<file path="config.mk">
export PLATFORM = sky130hd
export DESIGN_NAME = haz_scoreboard_flat
export DESIGN_NICKNAME = d
export VERILOG_FILES = /design/src/rtl/haz_scoreboard_if.sv /design/src/rtl/haz_scoreboard.sv /design/src/flat_wrapper.sv
export SDC_FILE = /design/constraint.sdc
export NUM_CORES = 1
export LEC_CHECK = 0
export ABC_AREA = 1
export CORE_MARGIN = 2
export CORE_UTILIZATION = 30
export CTS_BUF_LIST = sky130_fd_sc_hd__clkbuf_8
export CTS_CLUSTER_SIZE = 14
export DETAILED_ROUTE_END_ITERATION = 12
export PLACE_DENSITY_LB_ADDON = 0.05
export SKIP_CTS_REPAIR_TIMING = 1
export SYNTH_ARGS = -nofsm -noshare
export SYNTH_HDL_FRONTEND = slang
export SYNTH_SLANG_ARGS = --single-unit
</file>
<file path="constraint.sdc">
create_clock -name clk -period 2.9 [get_ports clk]
set_input_delay 0.58 -clock clk [delete_from_list [all_inputs] [get_ports clk]]
set_output_delay 0.58 -clock clk [all_outputs]
set_load 0.03 [all_outputs]
</file>
<file path="src/rtl/haz_scoreboard_if.sv">
// Decode <-> hazard-unit bundle: decode-stage instruction fields in, stall/bubble/forwarding out.
interface haz_scoreboard_if #(
    parameter int REG_W = 5,
    parameter int SEL_W = 3
);
    logic             dec_vld;
    logic             dec_rs_vld;
    logic             dec_rt_vld;
    logic [REG_W-1:0] dec_rs;
    logic [REG_W-1:0] dec_rt;
    logic             dec_dst_vld;
    logic [REG_W-1:0] dec_dst;
    logic             dec_is_load;
    logic             dec_mdu_op;
    logic             dec_mdu_rd;
    logic             mem_jmp_vld;
    logic             stall;
    logic             bubble;
    logic [SEL_W-1:0] fwd_rs_sel;
    logic [SEL_W-1:0] fwd_rt_sel;
    logic             mdu_busy;

    modport master (
        output dec_vld, dec_rs_vld, dec_rt_vld, dec_rs, dec_rt, dec_dst_vld, dec_dst,
               dec_is_load, dec_mdu_op, dec_mdu_rd, mem_jmp_vld,
        input  stall, bubble, fwd_rs_sel, fwd_rt_sel, mdu_busy
    );

    modport slave (
        input  dec_vld, dec_rs_vld, dec_rt_vld, dec_rs, dec_rt, dec_dst_vld, dec_dst,
               dec_is_load, dec_mdu_op, dec_mdu_rd, mem_jmp_vld,
        output stall, bubble, fwd_rs_sel, fwd_rt_sel, mdu_busy
    );
endinterface

</file>
<file path="src/rtl/haz_scoreboard.sv">
// Pipeline hazard scoreboard: in-flight destination tracking, MDU busy, branch flush.
// Define HAZ_FWD_EN for operand forwarding; without it every RAW hazard stalls decode.
module haz_scoreboard #(
    parameter int REG_W     = 5,
    parameter int DEPTH     = 4,
    parameter int JMP_STAGE = 2,
    parameter int MDU_LAT   = 32,
    parameter int SEL_W     = $clog2(DEPTH + 1)
) (
    input  logic        clk,
    input  logic        rst_n,
    haz_scoreboard_if.slave hz
);
    localparam int CNT_W = $clog2(MDU_LAT + 1);

    typedef struct packed {
        logic             vld;
        logic             wr;
        logic [REG_W-1:0] dst;
        logic             load;
        logic             mdu;
    } entry_t;

    entry_t [DEPTH:1] sb_q, sb_d;
    logic [CNT_W-1:0] cnt_q, cnt_d;
    logic [DEPTH-1:1] rs_hit, rt_hit;
    logic             rs_use, rt_use, flush;
    logic             load_use, mdu_busy, mdu_hz, stall;
    logic             sb_unused;

    assign flush  = hz.mem_jmp_vld;
    assign rs_use = hz.dec_vld && hz.dec_rs_vld && (hz.dec_rs != '0);
    assign rt_use = hz.dec_vld && hz.dec_rt_vld && (hz.dec_rt != '0);

    // NOTE: every always_comb output gets a default before any branch, so no latch can form.
    always_comb begin
        rs_hit = '0;
        rt_hit = '0;
        for (int k = 1; k <= DEPTH - 1; k++) begin
            rs_hit[k] = rs_use && sb_q[k].vld && sb_q[k].wr && (sb_q[k].dst == hz.dec_rs);
            rt_hit[k] = rt_use && sb_q[k].vld && sb_q[k].wr && (sb_q[k].dst == hz.dec_rt);
        end
        load_use = sb_q[1].load && (rs_hit[1] || rt_hit[1]);
        mdu_busy = (cnt_q != '0);
        for (int k = 1; k <= JMP_STAGE - 1; k++) begin
            if (sb_q[k].mdu) mdu_busy = 1'b1;
        end
        mdu_hz = hz.dec_vld && (hz.dec_mdu_rd || hz.dec_mdu_op) && mdu_busy;
`ifdef HAZ_FWD_EN
        stall = !flush && (load_use || mdu_hz);
`else
        stall = !flush && (load_use || mdu_hz || (|rs_hit) || (|rt_hit));
`endif
    end

`ifdef HAZ_FWD_EN
    logic [DEPTH-1:1] rs_fwd, rt_fwd;
    logic [SEL_W-1:0] rs_sel, rt_sel;

    // Scan oldest to youngest so the youngest producer overrides; a load at entry 1 is stalled instead.
    always_comb begin
        rs_fwd    = rs_hit;
        rt_fwd    = rt_hit;
        rs_fwd[1] = rs_hit[1] && !sb_q[1].load;
        rt_fwd[1] = rt_hit[1] && !sb_q[1].load;
        rs_sel    = '0;
        rt_sel    = '0;
        for (int k = DEPTH - 1; k >= 1; k--) begin
            if (rs_fwd[k]) rs_sel = SEL_W'(k);
            if (rt_fwd[k]) rt_sel = SEL_W'(k);
        end
    end

    assign hz.fwd_rs_sel = rs_sel;
    assign hz.fwd_rt_sel = rt_sel;
`else
    assign hz.fwd_rs_sel = '0;
    assign hz.fwd_rt_sel = '0;
`endif

    always_comb begin
        sb_d = '0;
        if (hz.dec_vld && !stall && !flush) begin
            sb_d[1].vld  = 1'b1;
            sb_d[1].wr   = hz.dec_dst_vld;
            sb_d[1].dst  = hz.dec_dst;
            sb_d[1].load = hz.dec_is_load;
            sb_d[1].mdu  = hz.dec_mdu_op;
        end
        // Younger-than-branch entries are squashed as they advance; older ones keep going.
        for (int k = 2; k <= DEPTH; k++) begin
            if (!(flush && (k - 1) < JMP_STAGE)) sb_d[k] = sb_q[k-1];
        end
        cnt_d = cnt_q;
        if (cnt_q != '0) cnt_d = cnt_q - CNT_W'(1);
        if (sb_d[JMP_STAGE].mdu) cnt_d = CNT_W'(MDU_LAT);
    end

    // NOTE: non-blocking assignments make every flop sample pre-edge values, independent of block order.
    always_ff @(posedge clk or negedge rst_n) begin
        if (!rst_n) begin
            sb_q  <= '0;
            cnt_q <= '0;
        end else begin
            sb_q  <= sb_d;
            cnt_q <= cnt_d;
        end
    end

    assign hz.stall    = stall;
    assign hz.bubble   = stall || flush;
    assign hz.mdu_busy = mdu_busy;

    // Retiring-entry fields (e.g. load/mdu at writeback) have no reader.
    assign sb_unused = ^sb_q;
endmodule

</file>
<file path="src/flat_wrapper.sv">
// flat-port wrapper written by rule: the top's interface ports become plain ports
module haz_scoreboard_flat 
#(
    parameter int REG_W     = 5,
    parameter int DEPTH     = 4,
    parameter int JMP_STAGE = 2,
    parameter int MDU_LAT   = 32,
    parameter int SEL_W     = $clog2(DEPTH + 1)
)
  (clk, rst_n, hz_dec_vld, hz_dec_rs_vld, hz_dec_rt_vld, hz_dec_rs, hz_dec_rt, hz_dec_dst_vld, hz_dec_dst, hz_dec_is_load, hz_dec_mdu_op, hz_dec_mdu_rd, hz_mem_jmp_vld, hz_stall, hz_bubble, hz_fwd_rs_sel, hz_fwd_rt_sel, hz_mdu_busy);
  haz_scoreboard_if #(.REG_W(REG_W), .SEL_W(SEL_W)) hz_i ();
  input  logic clk;
  input  logic rst_n;
  input wire logic [$bits(hz_i.dec_vld)-1:0] hz_dec_vld;
  input wire logic [$bits(hz_i.dec_rs_vld)-1:0] hz_dec_rs_vld;
  input wire logic [$bits(hz_i.dec_rt_vld)-1:0] hz_dec_rt_vld;
  input wire logic [$bits(hz_i.dec_rs)-1:0] hz_dec_rs;
  input wire logic [$bits(hz_i.dec_rt)-1:0] hz_dec_rt;
  input wire logic [$bits(hz_i.dec_dst_vld)-1:0] hz_dec_dst_vld;
  input wire logic [$bits(hz_i.dec_dst)-1:0] hz_dec_dst;
  input wire logic [$bits(hz_i.dec_is_load)-1:0] hz_dec_is_load;
  input wire logic [$bits(hz_i.dec_mdu_op)-1:0] hz_dec_mdu_op;
  input wire logic [$bits(hz_i.dec_mdu_rd)-1:0] hz_dec_mdu_rd;
  input wire logic [$bits(hz_i.mem_jmp_vld)-1:0] hz_mem_jmp_vld;
  output wire logic [$bits(hz_i.stall)-1:0] hz_stall;
  output wire logic [$bits(hz_i.bubble)-1:0] hz_bubble;
  output wire logic [$bits(hz_i.fwd_rs_sel)-1:0] hz_fwd_rs_sel;
  output wire logic [$bits(hz_i.fwd_rt_sel)-1:0] hz_fwd_rt_sel;
  output wire logic [$bits(hz_i.mdu_busy)-1:0] hz_mdu_busy;
  assign hz_i.dec_vld = hz_dec_vld;
  assign hz_i.dec_rs_vld = hz_dec_rs_vld;
  assign hz_i.dec_rt_vld = hz_dec_rt_vld;
  assign hz_i.dec_rs = hz_dec_rs;
  assign hz_i.dec_rt = hz_dec_rt;
  assign hz_i.dec_dst_vld = hz_dec_dst_vld;
  assign hz_i.dec_dst = hz_dec_dst;
  assign hz_i.dec_is_load = hz_dec_is_load;
  assign hz_i.dec_mdu_op = hz_dec_mdu_op;
  assign hz_i.dec_mdu_rd = hz_dec_mdu_rd;
  assign hz_i.mem_jmp_vld = hz_mem_jmp_vld;
  assign hz_stall = hz_i.stall;
  assign hz_bubble = hz_i.bubble;
  assign hz_fwd_rs_sel = hz_i.fwd_rs_sel;
  assign hz_fwd_rt_sel = hz_i.fwd_rt_sel;
  assign hz_mdu_busy = hz_i.mdu_busy;
  haz_scoreboard #(.REG_W(REG_W), .DEPTH(DEPTH), .JMP_STAGE(JMP_STAGE), .MDU_LAT(MDU_LAT), .SEL_W(SEL_W)) u_core (.clk(clk), .rst_n(rst_n), .hz(hz_i));
endmodule
</file>
==> summary.md <==
| Metric | Value |
|---|---|
| H-tree depth | 1 |
| Routability cong. | 0.906 |
| Skew final | 3.88 ps |
| CP Launch Point | hz_dec_rt[3] |
| Status | complete, no violations |
| Critical path endpoint category | primary output |
| CP Class | input port to primary output |
| Critical Path RT | 2320 ps |
| Via count | 1456 |
| Initial Util | 30.8% |
| Rows | 27 |
| Fin. Hold Viols | 0 |
| CP Buf/Inv Count | 3 |
| HP Class | flop to flop |
| Critical Path Start Type | input port |
| First-pass GRT wire length | 6.80 mm |
| Slew Limit Fails | 0 |
| Crit Path Max Fanout | 5 |
| Clk slew on worst S/H paths | 100 ps |
| Slowest-stage cell, CP | clkdlybuf4s50_1 |
| Gate count of the mapped netlist | 247 |
| Detailed Routing Iterations Pass 1 | 4 |
| PwrDens | 522 mW/mm^2 |
| Syn. warnings | 0 |
| FF+latch count, synth | 28 |
| Diode count | 0 |
| Max_cap viols | 0 |
| Clk_lat worst skew | 280 ps |
| Layout Utilization | 38.6% |
| Most frequent cells in the layout | 74 x nand2_1, 48 x inv_1, 41 x nor2_1, 28 x dfrtp_1, 24 x clkdlybuf4s50_1 |
| Die area | 0.00620 mm^2 |
| Final setup fails | 0 |
| R2r startpoint | u_core.cnt_q[0] |
| CTS Buf Count | 3 |
| Total global routing overflow | 0 |
| CORE AREA | 0.00544 mm^2 |
| Nets | 308 |
| Top Family by Delay on Critical Path | buffers and inverters |
| Period utilization | 94.7% |
| Largest net degree at the start of global routing | 29 |
| Seq. cell area | 701 um^2 |
| Post-layout min period | 2750 ps |
| Sequential area share after synthesis | 41.8% |
| RSZ-0062 raised after global routing | false |
| I/O pin count | 34 |
| Chip height | 78.8 um |
| Drt wl/cell | 11.2 um |
| Number of remaining DRC errors | 0 |
| CTS root buffer | clkbuf_8 |
| Routed Antenna Nets | 0 |
| Peak Freq | 364 MHz |
| Yosys cell types | 20 |
| Worst Path Arrival | 2170 ps |
| Commonest non-fill, non-tap cell in the layout | nand2_1 |
| Synthesized area | 0.00168 mm^2 |
| DIE WIDTH | 78.8 um |
| CTS sink cnt | 28 |
| CTS tree | yes |
| DRT iter0 DRCs | 60 |
| Maximum buffer depth of the clock tree | 2 |
| GRT Total Usage | 14.3% |
| Area growth syn-to-layout | 25.3% |
| Leakage | 1.13 nW |
| Avg Synthesized Cell Area | 6.79 um^2 |
| Fillers | 604 |
| Hold Path Origin | u_core.sb_d[26] |
| Layout cell share with drive strength beyond 1 | 6.43% |
| CP max stage delay | 480 ps |
| Vias in the first global route | 1426 |
| Worst IR Drop VDD | 380 uV |
| Multi-input gate area | 762 um^2 |
| Post-DP HPWL | 3.08 mm |
| Initial antenna violation count | 0 |
| Via-to-Cell Ratio | 4.14 |
| Setup TNS | 0 ps |
| Worst-path cell chain | clkdlybuf4s50_1, inv_1, nand2_1, nand3_1, nor2_1, nand3_1, nor2_1, nor2_2, a21oi_1, buf_4 |
| PortBufs | 26 |
| Detailed Route WL | 3.93 mm |
[stage by stage]
step	cell area [um^2]	setup WS (ps)	cells	hold slack (ps)	power (mW)
floorplan	1700	713	252	284	0.690
global placement	2030	132	348	362	0.789
detailed placement	2030	129	348	362	0.789
CTS	2100	123	352	388	1.11
global route	2100	38.4	352	406	1.18
finish	2100	154	352	385	1.10
[routing by layer]
| layer | wire length, um | global-route usage, % | share of wire, % | vias to the layer above |
|---|---|---|---|---|
| met2 | 1790 | 24.0 | 45 | 27 |
| met1 | 1920 | 18.6 | 49 | 641 |
| li1 | - | - | - | 783 |
| met4 | 56 | 4.74 | 1.4 | 0 |
| met5 | 0 | 0 | 0 | - |
| met3 | 174 | 2.39 | 4.4 | 5 |
[report_power, final]
group	internal (mW)	switching (mW)
clock network	0.185	0.132
logic	0.123	0.167
registers	0.445	0.0432
total	0.754	0.342
[flip-flops by register name (all words and copies together), names as in the netlist]
signal        cells
u_core.sb_q       8
u_core.cnt_q      6
u_core.sb_d      14
[area by class of cell]
cell class,count,area share (%)
clock inverters,1,1.43
well taps,72,4.29
clock buffers,3,1.97
inverters,49,8.76
repair buffers,31,13.9
flip-flops and latches,28,33.4
multi-input cells,168,36.3
[worst paths after layout]
check / cells after the start / endpoint / slack (ps)
min in group asynchronous: 2 / u_core.cnt_q[4] / 660
min reg2reg: 0 / u_core.sb_d[35] / 380
max: 10 / hz_stall / 150
max reg2reg: 10 / u_core.sb_q[3] / 1280
max in group asynchronous: 2 / u_core.sb_d[32] / 1960
min: 0 / u_core.sb_d[35] / 380
[logic make-up (layout without fill, tap and decap cells)]
| family | after synthesis | count (layout) | synth area share (%) |
|---|---|---|---|
| buffers and inverters | 56 | 84 | 13.9 |
| XOR/XNOR | 7 | 7 | 3.66 |
| AO/OA/AOI/OAI | 13 | 13 | 3.88 |
| AND/OR/NAND/NOR | 140 | 140 | 35.1 |
| other | 1 | 6 | 0.224 |
| flip-flops | 28 | 28 | 41.8 |
| adder cells (fa/ha/maj) | 2 | 2 | 1.49 |
[cells in the mapped netlist, drive strengths merged]
cell type  number  area, um^2
nand2          75         284
inv            49         184
nor2           44         178
dfrtp          28         701
nand3          15        80.1
o21ai           7        35.0
a21oi           6        30.0
buf             6        45.0
nor3            5        25.0
xor2            5        43.8
ha              2        25.0
xnor2           2        17.5
clkbuf          1        3.75
conb            1        3.75
nand4           1        21.3
No activity file was read; power rests on OpenSTA's default activity.
